## src/rtl/wb_port_arbiter.sv

```systemverilog
// -----------------------------------------------------------------------------
// wb_port_arbiter
//
// Purpose:
//   Owns the single register-file write port and shares it between the main
//   pipeline writeback stage (priority) and a buffered secondary requester
//   (multi-cycle mul/div, late load returns). Secondary writes are queued in a
//   small in-order FIFO. A starvation counter forces one FIFO drain, stalling
//   the pipeline for that cycle, when the head has waited MAX_WAIT cycles.
//   Decode gets hazard flags for registers that still have a queued write.
//
// Parameters:
//   DEPTH    - secondary FIFO entries (power of 2, >= 2)
//   MAX_WAIT - cycles a FIFO head may wait before a forced grant (>= 1)
//
// Ports:
//   clk, rst                        clock (rising edge), async active-low reset
//   pipe_we/pipe_addr/pipe_data     pipeline writeback request
//   pipe_stall                      pipeline must hold its WB this cycle
//   mc_valid/mc_ready               secondary request handshake
//   mc_addr/mc_data                 secondary destination and data
//   q_addr_1..3                     decode sources (1,2) and destination (3)
//   hazard_1..3                     q_addr_k matches a queued write
//   rf_we/rf_addr/rf_data           register file write port
//   fwd_hit_1/2, fwd_data_1/2       in-flight write forwarding (WB_BYPASS_EN)
//
// Configuration:
//   WB_BYPASS_EN - when defined, adds forwarding of the write in flight on the
//                  register-file port to the two decode source operands.
// -----------------------------------------------------------------------------
module wb_port_arbiter #(
    parameter int DEPTH    = 4,
    parameter int MAX_WAIT = 8
) (
    input  logic        clk,
    input  logic        rst,
    input  logic        pipe_we,
    input  logic [4:0]  pipe_addr,
    input  logic [31:0] pipe_data,
    output logic        pipe_stall,
    input  logic        mc_valid,
    output logic        mc_ready,
    input  logic [4:0]  mc_addr,
    input  logic [31:0] mc_data,
    input  logic [4:0]  q_addr_1,
    input  logic [4:0]  q_addr_2,
    input  logic [4:0]  q_addr_3,
    output logic        hazard_1,
    output logic        hazard_2,
    output logic        hazard_3,
`ifdef WB_BYPASS_EN
    output logic        fwd_hit_1,
    output logic        fwd_hit_2,
    output logic [31:0] fwd_data_1,
    output logic [31:0] fwd_data_2,
`endif
    output logic        rf_we,
    output logic [4:0]  rf_addr,
    output logic [31:0] rf_data
);

    localparam int AW = (DEPTH > 1) ? $clog2(DEPTH) : 1;
    localparam int PW = AW + 1;
    localparam int WW = (MAX_WAIT > 0) ? $clog2(MAX_WAIT + 1) : 1;
    localparam logic [WW-1:0] WAIT_LIMIT = WW'(MAX_WAIT);

    typedef enum logic [1:0] {
        GNT_IDLE  = 2'd0,
        GNT_FORCE = 2'd1,
        GNT_PIPE  = 2'd2,
        GNT_DRAIN = 2'd3
    } gnt_t;

    // ------------------------------------------------------------------
    // State
    // ------------------------------------------------------------------
    logic [PW-1:0] wr_ptr_q, wr_ptr_d;
    logic [PW-1:0] rd_ptr_q, rd_ptr_d;
    logic [PW-1:0] count_q,  count_d;
    logic [WW-1:0] wait_q,   wait_d;

    // Entry storage has no reset: validity comes only from pointers/count.
    // The head is read combinationally because the grant is decided in the
    // same cycle it is written to the register file.
    logic [4:0]  addr_mem [DEPTH];
    logic [31:0] data_mem [DEPTH];

    logic        fifo_empty;
    logic        fifo_full;
    logic [4:0]  head_addr;
    logic [31:0] head_data;
    logic        pipe_req;
    logic        accept;
    logic        push;
    logic        pop;
    gnt_t        gnt;

    // Wrap bit distinguishes full from empty when the low bits coincide.
    assign fifo_empty = (wr_ptr_q == rd_ptr_q);
    assign fifo_full  = (wr_ptr_q[AW-1:0] == rd_ptr_q[AW-1:0]) &&
                        (wr_ptr_q[AW] != rd_ptr_q[AW]);

    assign head_addr = addr_mem[rd_ptr_q[AW-1:0]];
    assign head_data = data_mem[rd_ptr_q[AW-1:0]];

    // A pipeline write to $0 is not a request at all.
    assign pipe_req = pipe_we && (pipe_addr != 5'd0);

    // Readiness depends only on the current fill level: a slot freed by a
    // pop this cycle is not reusable until the next cycle.
    assign mc_ready = rst && !fifo_full;
    assign accept   = mc_valid && mc_ready;
    // Writes to $0 are acknowledged and silently discarded.
    assign push     = accept && (mc_addr != 5'd0);

    // ------------------------------------------------------------------
    // Grant selection and write-port drive
    // ------------------------------------------------------------------
    always_comb begin
        gnt        = GNT_IDLE;
        rf_we      = 1'b0;
        rf_addr    = 5'd0;
        rf_data    = 32'd0;
        pipe_stall = 1'b0;
        pop        = 1'b0;

        if (!rst) begin
            gnt = GNT_IDLE;
        end else if ((wait_q == WAIT_LIMIT) && !fifo_empty) begin
            gnt = GNT_FORCE;
        end else if (pipe_req) begin
            gnt = GNT_PIPE;
        end else if (!fifo_empty) begin
            gnt = GNT_DRAIN;
        end

        case (gnt)
            GNT_FORCE: begin
                // The pipeline keeps its WB and re-presents it next cycle.
                rf_we      = 1'b1;
                rf_addr    = head_addr;
                rf_data    = head_data;
                pipe_stall = 1'b1;
                pop        = 1'b1;
            end
            GNT_PIPE: begin
                rf_we   = 1'b1;
                rf_addr = pipe_addr;
                rf_data = pipe_data;
            end
            GNT_DRAIN: begin
                rf_we   = 1'b1;
                rf_addr = head_addr;
                rf_data = head_data;
                pop     = 1'b1;
            end
            default: begin
                rf_we = 1'b0;
            end
        endcase
    end

    // ------------------------------------------------------------------
    // Next-state: pointers, occupancy, starvation counter
    // ------------------------------------------------------------------
    always_comb begin
        wr_ptr_d = wr_ptr_q;
        rd_ptr_d = rd_ptr_q;
        count_d  = count_q;
        wait_d   = wait_q;

        if (push) begin
            wr_ptr_d = wr_ptr_q + PW'(1);
        end
        if (pop) begin
            rd_ptr_d = rd_ptr_q + PW'(1);
        end

        case ({push, pop})
            2'b10:   count_d = count_q + PW'(1);
            2'b01:   count_d = count_q - PW'(1);
            default: count_d = count_q;
        endcase

        // The counter measures how long the current head has been blocked.
        // A pop hands over to a fresh head, so it restarts from zero; after
        // a forced grant the next force is therefore MAX_WAIT+1 cycles away.
        if (fifo_empty || pop) begin
            wait_d = '0;
        end else if (wait_q != WAIT_LIMIT) begin
            wait_d = wait_q + WW'(1);
        end
    end

    always_ff @(posedge clk or negedge rst) begin
        if (!rst) begin
            wr_ptr_q <= '0;
            rd_ptr_q <= '0;
            count_q  <= '0;
            wait_q   <= '0;
        end else begin
            wr_ptr_q <= wr_ptr_d;
            rd_ptr_q <= rd_ptr_d;
            count_q  <= count_d;
            wait_q   <= wait_d;
        end
    end

    always_ff @(posedge clk) begin
        if (push) begin
            addr_mem[wr_ptr_q[AW-1:0]] <= mc_addr;
            data_mem[wr_ptr_q[AW-1:0]] <= mc_data;
        end
    end

    // ------------------------------------------------------------------
    // Hazard detection
    // ------------------------------------------------------------------
    // An entry is live when its distance from the read pointer is below the
    // occupancy. The head being popped this cycle is already on the write
    // port, so it no longer counts as pending.
    logic [DEPTH-1:0] entry_live;
    logic [DEPTH-1:0] match_1;
    logic [DEPTH-1:0] match_2;
    logic [DEPTH-1:0] match_3;

    for (genvar gi = 0; gi < DEPTH; gi++) begin : g_entry
        logic [AW-1:0] offset;
        assign offset         = AW'(gi) - rd_ptr_q[AW-1:0];
        assign entry_live[gi] = ({1'b0, offset} < count_q) &&
                                !(pop && (offset == '0));
        assign match_1[gi]    = entry_live[gi] && (addr_mem[gi] == q_addr_1);
        assign match_2[gi]    = entry_live[gi] && (addr_mem[gi] == q_addr_2);
        assign match_3[gi]    = entry_live[gi] && (addr_mem[gi] == q_addr_3);
    end

    logic pend_1;
    logic pend_2;
    logic pend_3;

    assign pend_1 = rst && (q_addr_1 != 5'd0) && (|match_1);
    assign pend_2 = rst && (q_addr_2 != 5'd0) && (|match_2);
    assign pend_3 = rst && (q_addr_3 != 5'd0) && (|match_3);

`ifdef WB_BYPASS_EN
    // The register file returns pre-write data during its write cycle, so
    // the value on the write port is forwarded to the decode sources.
    assign fwd_hit_1  = rf_we && (rf_addr == q_addr_1) && (q_addr_1 != 5'd0);
    assign fwd_hit_2  = rf_we && (rf_addr == q_addr_2) && (q_addr_2 != 5'd0);
    assign fwd_data_1 = rf_data;
    assign fwd_data_2 = rf_data;

    // A forwarded hit clears the hazard only when no other queued entry
    // still targets the register. The popped head is already excluded from
    // pend_k, so any remaining match is such an "other" entry.
    assign hazard_1 = pend_1 && !(fwd_hit_1 && !(|match_1));
    assign hazard_2 = pend_2 && !(fwd_hit_2 && !(|match_2));
`else
    assign hazard_1 = pend_1;
    assign hazard_2 = pend_2;
`endif
    // Destination check guards WAW against queued writes; never forwarded.
    assign hazard_3 = pend_3;

endmodule
```

## config.mk

```make
export PLATFORM = sky130hd
export DESIGN_NAME = wb_port_arbiter
export DESIGN_NICKNAME = d
export VERILOG_FILES = /design/src/rtl/wb_port_arbiter.sv
export SDC_FILE = /design/constraint.sdc
export NUM_CORES = 1
export LEC_CHECK = 0
export CAP_MARGIN = 5
export CORE_ASPECT_RATIO = 1.4
export CORE_MARGIN = 1.5
export CORE_UTILIZATION = 45
export CTS_CLUSTER_DIAMETER = 40
export DETAILED_ROUTE_END_ITERATION = 6
export MAX_ROUTING_LAYER = met4
export PLACE_DENSITY = 0.73
export SLEW_MARGIN = 25
export SYNTH_ARGS = -nofsm -noshare
export SYNTH_HDL_FRONTEND = slang
export SYNTH_SLANG_ARGS = --single-unit
```

## constraint.sdc

```tcl
create_clock -name clk -period 3.26 [get_ports clk]
set_input_delay 0.652 -clock clk [delete_from_list [all_inputs] [get_ports clk]]
set_output_delay 0.652 -clock clk [all_outputs]
set_load 0.005 [all_outputs]
```

---- Word level (Yosys, flattened, before mapping) ----
Memory sizes are Yosys's and may differ from the RTL's.
Cells that the tools add are included.
W data, S select, Z words.
word-level totals
  RAM bits ................................ 148
  bits in registers ....................... 13
  bits of input ports ..................... 93
  output and inout bits ................... 43
  memories kept ........................... 2
  word-level logic and storage cells ...... 110
memories
  name      words  bits a word  rd ports  clocked after memory_dff  wr ports  RTL line  RTL
  data_mem  4      32           1         0                         1         86        logic [31:0] data_mem [DEPTH];
  addr_mem  4      5            5         0                         1         85        logic [4:0] addr_mem [DEPTH];
cells by class
  add/sub/neg operators ................... 9
  equal/unequal tests ..................... 22
  reduce and logical (&&, ||, !) cells .... 55
  muxes and demuxes ....................... 14
  order comparisons ....................... 4
operator list
  operator               count
  $pmux W32 S2           1
  $eq A5 B5 Y1           12
  $logic_and A1 B1 Y1    32
  $reduce_bool A5 Y1     5
  $lt A2 B3 Y1           4
  $reduce_or A4 Y1       3
  $pmux W5 S2            1
  $add A3 B1 Y3 const B  3
  $logic_not A2 Y1       4
  $mux W2                4
  $mux W4                2
  $eq A2 B2 Y1 const B   3
  $logic_not A1 Y1       6
  $pmux W3 S2            1
  $mux W1                5
  $add A4 B1 Y4 const B  1
  $eq A2 B1 Y1 const B   2
  $eq A4 B4 Y1 const B   1
  $ne A4 B4 Y1 const B   1
  $reduce_bool A2 Y1     2
  $sub A1 B2 Y2 const A  2
  $sub A2 B2 Y2 const A  2
  $eq A3 B3 Y1           1
  $reduce_or A3 Y1       1
  5 further kinds        5

---- Depth between registers and ports, before layout ----
  depth in word-level cells ............... 14
  gate-level depth with buffers ........... 12
  mapped depth without buffers ............ 11

---- Least setup slack after synthesis ----
No wires, ideal clock.
  path kind ............................... flip-flop to output port
  start point ............................. register rd_ptr_q[1]
  end point ............................... output hazard_2
  path slack .............................. 0.139 ns
  path buffers ............................ 2
  stages on the path, launching flop included .. 11
  data arrival time ....................... 2.469 ns
  required time ........................... 2.608 ns
  path through ............................ dfrtp_1 buf_1 clkbuf_1 inv_1 ha_1 inv_1 ha_1 a21oi_1 o32ai_1 o22ai_1 o221a_1
between the ends
  longest elaborated chain between the ends .. 14
  elaborated cells between the ends (all ways) .. 41
  those cells by class .................... add/sub: 4; order compare: 4; eq/ne: 3; mux: 5; reduce/logical: 25
RTL lines
  what                                                   RTL line  RTL
  start: declaration                                     78        logic [PW-1:0] rd_ptr_q, rd_ptr_d;
  start signal: assignment                               203       rd_ptr_q <= rd_ptr_d;
  $eq A3 B3 Y1                                           99        assign fifo_empty = (wr_ptr_q == rd_ptr_q);
  $mux W2 / $logic_not A1 Y1 (equally long branches)     --
  $mux W2 / $logic_and A1 B1 Y1 (equally long branches)  131, 129
  $mux W2                                                129       end else if ((wait_q == WAIT_LIMIT) && !fifo_empty) begin
  $mux W2                                                127       if (!rst) begin
  $eq A2 B2 Y1 / $eq A2 B1 Y1 (equally long branches)    137       case (gnt)
  $reduce_or A2 Y1 (no source line)                      --
  $mux W1                                                137
  $logic_and A1 B1 Y1                                    231       !(pop && (offset == '0));
  $logic_not A1 Y1                                       231
  $logic_and A1 B1 Y1                                    230       assign entry_live[gi] = ({1'b0, offset} < count_q) &&
  $logic_and A1 B1 Y1                                    233       assign match_2[gi] = entry_live[gi] && (addr_mem[gi] == q_addr_2);
  $reduce_or A4 Y1 *                                     242       assign pend_2 = rst && (q_addr_2 != 5'd0) && (|match_2);
  $logic_and A1 B1 Y1 *                                  242
  end: declaration                                       49        output logic hazard_2,
Mark *: on every way between the ends. The rest lies on a longest branch, timed or not.

---- Final worst setup path ----
  start point ............................. input pipe_addr[2]
  end point ............................... output hazard_2
between the ends
  longest elaborated chain between the ends .. 14
  elaborated cells between the ends (all ways) .. 27
  those cells by class .................... eq/ne: 2; mux: 4; reduce/logical: 21
RTL lines
  what                                                 RTL line  RTL
  start: declaration                                   38        input logic [4:0] pipe_addr,
  $reduce_bool A5 Y1 *                                 107       assign pipe_req = pipe_we && (pipe_addr != 5'd0);
  $logic_and A1 B1 Y1 *                                107
  $mux W2 *                                            131       end else if (pipe_req) begin
  $mux W2 *                                            129
  $mux W2 *                                            127
  $eq A2 B2 Y1 / $eq A2 B1 Y1 (equally long branches)  137
  $reduce_or A2 Y1 (no source line) *                  --
  $mux W1 *                                            137
  $logic_and A1 B1 Y1                                  231
  $logic_not A1 Y1                                     231
  $logic_and A1 B1 Y1                                  230
  $logic_and A1 B1 Y1                                  233
  $reduce_or A4 Y1 *                                   242
  $logic_and A1 B1 Y1 *                                242
Marked as above.

==> impl_metrics.py <==
metrics = {
    "worst_hold_path": {
        "hold_path.class": "reg -> reg",
    },
    "sta": {
        "min_period_ps": 3302,
        "slew_violations": 0,
        "worst_slew_pin_slew_ps": 362.3,
        "fin_ws_ps": -41.62,
        "setup-tns-final_ps": -68.97,
        "relSlewSlack_pct": 75.22,
        "rsz0062_at_grt": "yes",
        "skew_ps": 12.12,
        "hold_violations": 0,
        "max_freq_mhz": 302.9,
        "holdWs_ps": 485.2,
        "setup_viol": 2,
        "fin_crit_sh_pct": 101.3,
    },
    "grt": {
        "track_usage_pct": 24.84,
        "grt_antenna_before_repair": 1,
        "grt_pass1_wl_um": 31110,
        "grt_pass1_vias": 5331,
        "grt_max_degree": 36,
        "grt.overflow.total": 0,
    },
    "clock_network": {
        "clk_pin_slew_ps": 70,
        "cts_tree": "done",
        "cts_buffers": 17,
        "clk_path_buf_depth": 2,
        "htreeDepth": 4,
        "clock-sinks": 161,
        "clock_latency_ps": 420,
        "root_buffer": "clkbuf_16",
    },
    "logic_synthesis": {
        "synthXorXnorAreaFrac_pct": 8.490,
        "synthesis.area_mm2": 0.007531,
        "synth.top_cell.area_share_pct": 59.01,
        "yosys-top-cells-area": "edfxtp_1, mux4_2, xor2_1",
        "yosys_warnings": 0,
        "synth_compound_area_share_pct": 7.161,
        "yosysSeqAreaShare_pct": 63.33,
        "async_reset_ff_share_pct": 8.075,
        "yosys.area_share.simple_pct": 4.519,
        "synth_edf_count": 148,
        "synth-seq-cells": 161,
        "yosys.area_share.adder_pct": 2.758,
        "synth_top_flop_cell": "edfxtp_1",
        "synth_top_family_by_area": "multiplexers",
        "synth.net_count": 565,
        "yosysUniqueCellTypes": 42,
        "synthCells": 456,
        "synth.avg_cell_area_um2": 16.52,
        "synthMuxAreaShare_pct": 11.06,
        "yosysTopAreaCell": "edfxtp_1",
    },
    "worst_setup_path": {
        "path_class": "in -> out",
        "crit_path_start_kind": "input port",
        "critical_path_required_ps": 2610,
        "crit_fanout": 4,
        "critPathArrivalTime_ps": 2650,
        "worstSetupEndpointType": "output pin",
    },
    "placement": {
        "portBuffers": 135,
        "dp_hpwl_um": 13520,
        "dp_cells": 820,
        "pre_cts_slack_ps": -621.9,
        "gp_congestion": 0.9292,
        "place_area_mm2": 0.009558,
    },
    "power": {
        "switchingPower_mw": 2.454,
        "power_frac_comb_pct": 39.2,
        "peakVddDrop_mv": 0.4893,
        "internal_power_mw": 5.283,
        "p_leak_nw": 3.854,
        "p_clk_share_pct": 25.3,
        "cellPowerDensity_mw_per_mm2": 740.2,
        "power_mw": 7.738,
        "power_frac_seq_pct": 35.5,
        "swShare_pct": 31.72,
    },
    "run_status": {
        "status": "finished with violations",
        "violations": "DRC, setup timing",
    },
    "detailed_routing": {
        "routed_wl_um": 20080,
        "post_drt_wl_per_cell_um": 22.84,
        "drt-pass1-iter-count": 7,
        "drcViolationCount": 11,
        "vias_per_cell": 5.562,
        "vias": 4889,
        "antenna_left": 0,
        "drt-initial-drc-count": 313,
    },
    "cells_and_area": {
        "final_cells": 879,
        "design_area_mm2": 0.01045,
        "nFillCells": 1174,
        "drive_gt1_share_pct": 29.46,
        "nets": 775,
        "finish.utilization_pct": 64.37,
        "area_growth_pct": 38.81,
    },
    "floorplanning": {
        "io_pins": 136,
        "core_region_area_mm2": 0.01624,
        "die_y_um": 156.1,
        "rows": 55,
        "die_x_um": 112.3,
        "initial_core_util_pct": 46.37,
        "die-area_mm2": 0.01753,
    },
    "flow_run": {
        "maxCapViolCount": 0,
    },
}
[synth_stat cells, types with 6 or more instances]
cell type  number
o22ai_1         6
a22o_1         36
edfxtp_1      148
a21oi_1         7
nand3_1        13
xnor2_1        31
clkbuf_1       13
nor2_1          6
dfrtp_1        13
inv_1          11
buf_2          11
nand2_1        11
xor2_1         42
mux4_2         37
ha_1           15
nor3_1         13
[cell families (layout without fill, tap and decap cells)]
logic type,count (synthesis),in the layout
multiplexers,37,37
adder cells (fa/ha/maj),16,16
other,0,1
XOR/XNOR,73,73
flip-flops,161,161
buffers and inverters,44,267
AND/OR/NAND/NOR,59,59
AO/OA/AOI/OAI,66,66
[what timing repair did]
action | 4_1_cts | 5_1_grt
pin swaps | 17 | 5
setup endpoints to repair | 41 | 33
buffers inserted | 18 | 5
gates resized for setup | 126 | 9
gates cloned | 4 | 0
hold buffers | 0 | 0
[power by group through the flow]
stage	Combinational (mW)	Sequential, mW	Clock (mW)
floorplan	1.60	2.73	0
global placement	2.65	2.76	0
detailed placement	2.71	2.78	0
CTS	2.97	2.74	1.99
global route	3.26	2.77	2.08
finish	3.03	2.75	1.96
[flip-flops by register name (all words and copies together) (netlist names)]
register	count
data_mem	128
addr_mem	20
wr_ptr_q	3
wait_q	4
count_q	3
rd_ptr_q	3
[worst paths after layout]
path	start	end	slack, ps	depth (start not counted)
max in group asynchronous	rst	rd_ptr_q[1]	2230	3
min in group asynchronous	rst	rd_ptr_q[0]	830	3
worst min register to register	wr_ptr_q[2]	wr_ptr_q[2]	490	1
worst max-delay path	pipe_addr[2]	hazard_2	-40	11
worst max register to register	wait_q[0]	count_q[2]	360	16
worst min-delay path	wr_ptr_q[2]	wr_ptr_q[2]	490	1
[cell type report]
class	count	area, µm²	area share, %
Antenna cell	1	2.502	0.02394
Clock buffer	17	425.4	4.069
Clock inverter	15	167.7	1.604
Inverter	11	41.29	0.3950
Multi-Input combinational cell	251	2638	25.23
Sequential cell	161	4772	45.65
Tap cell	199	249.0	2.382
Timing Repair Buffer	224	2158	20.65
[critical path, cell delays in order]
cell	delay, ps
buf_6	90
or4_4	540
o211a_4	260
buf_6	130
buf_4	130
o32ai_2	190
buf_4	160
buf_6	90
o22ai_1	50
o221a_1	210
buf_2	130
[layer usage]
layer,GRT usage [%],share of wire (%),wire length (µm),vias up
met5,-,0,0,-
met4,9.343,2.2,433,0
met3,4.468,5.0,1004,23
met2,43.65,55,11050,161
met1,28.47,38,7585,2498
li1,-,-,-,2207
[cells in the final DEF (no fill, tap or decap), types with 11 or more instances in the layout]
master	netlist	final
xnor2_1	31	31
dlygate4sd2_1	0	21
dfrtp_1	13	11
xor2_1	42	42
nor3_1	13	13
edfxtp_1	148	148
clkdlybuf4s50_1	0	91
mux4_2	37	37
clkbuf_16	0	17
buf_2	11	16
nand3_1	13	13
buf_4	2	65
nand2_1	11	11
ha_1	15	14
a22o_1	36	36
(Power assumes the default switching activity.)
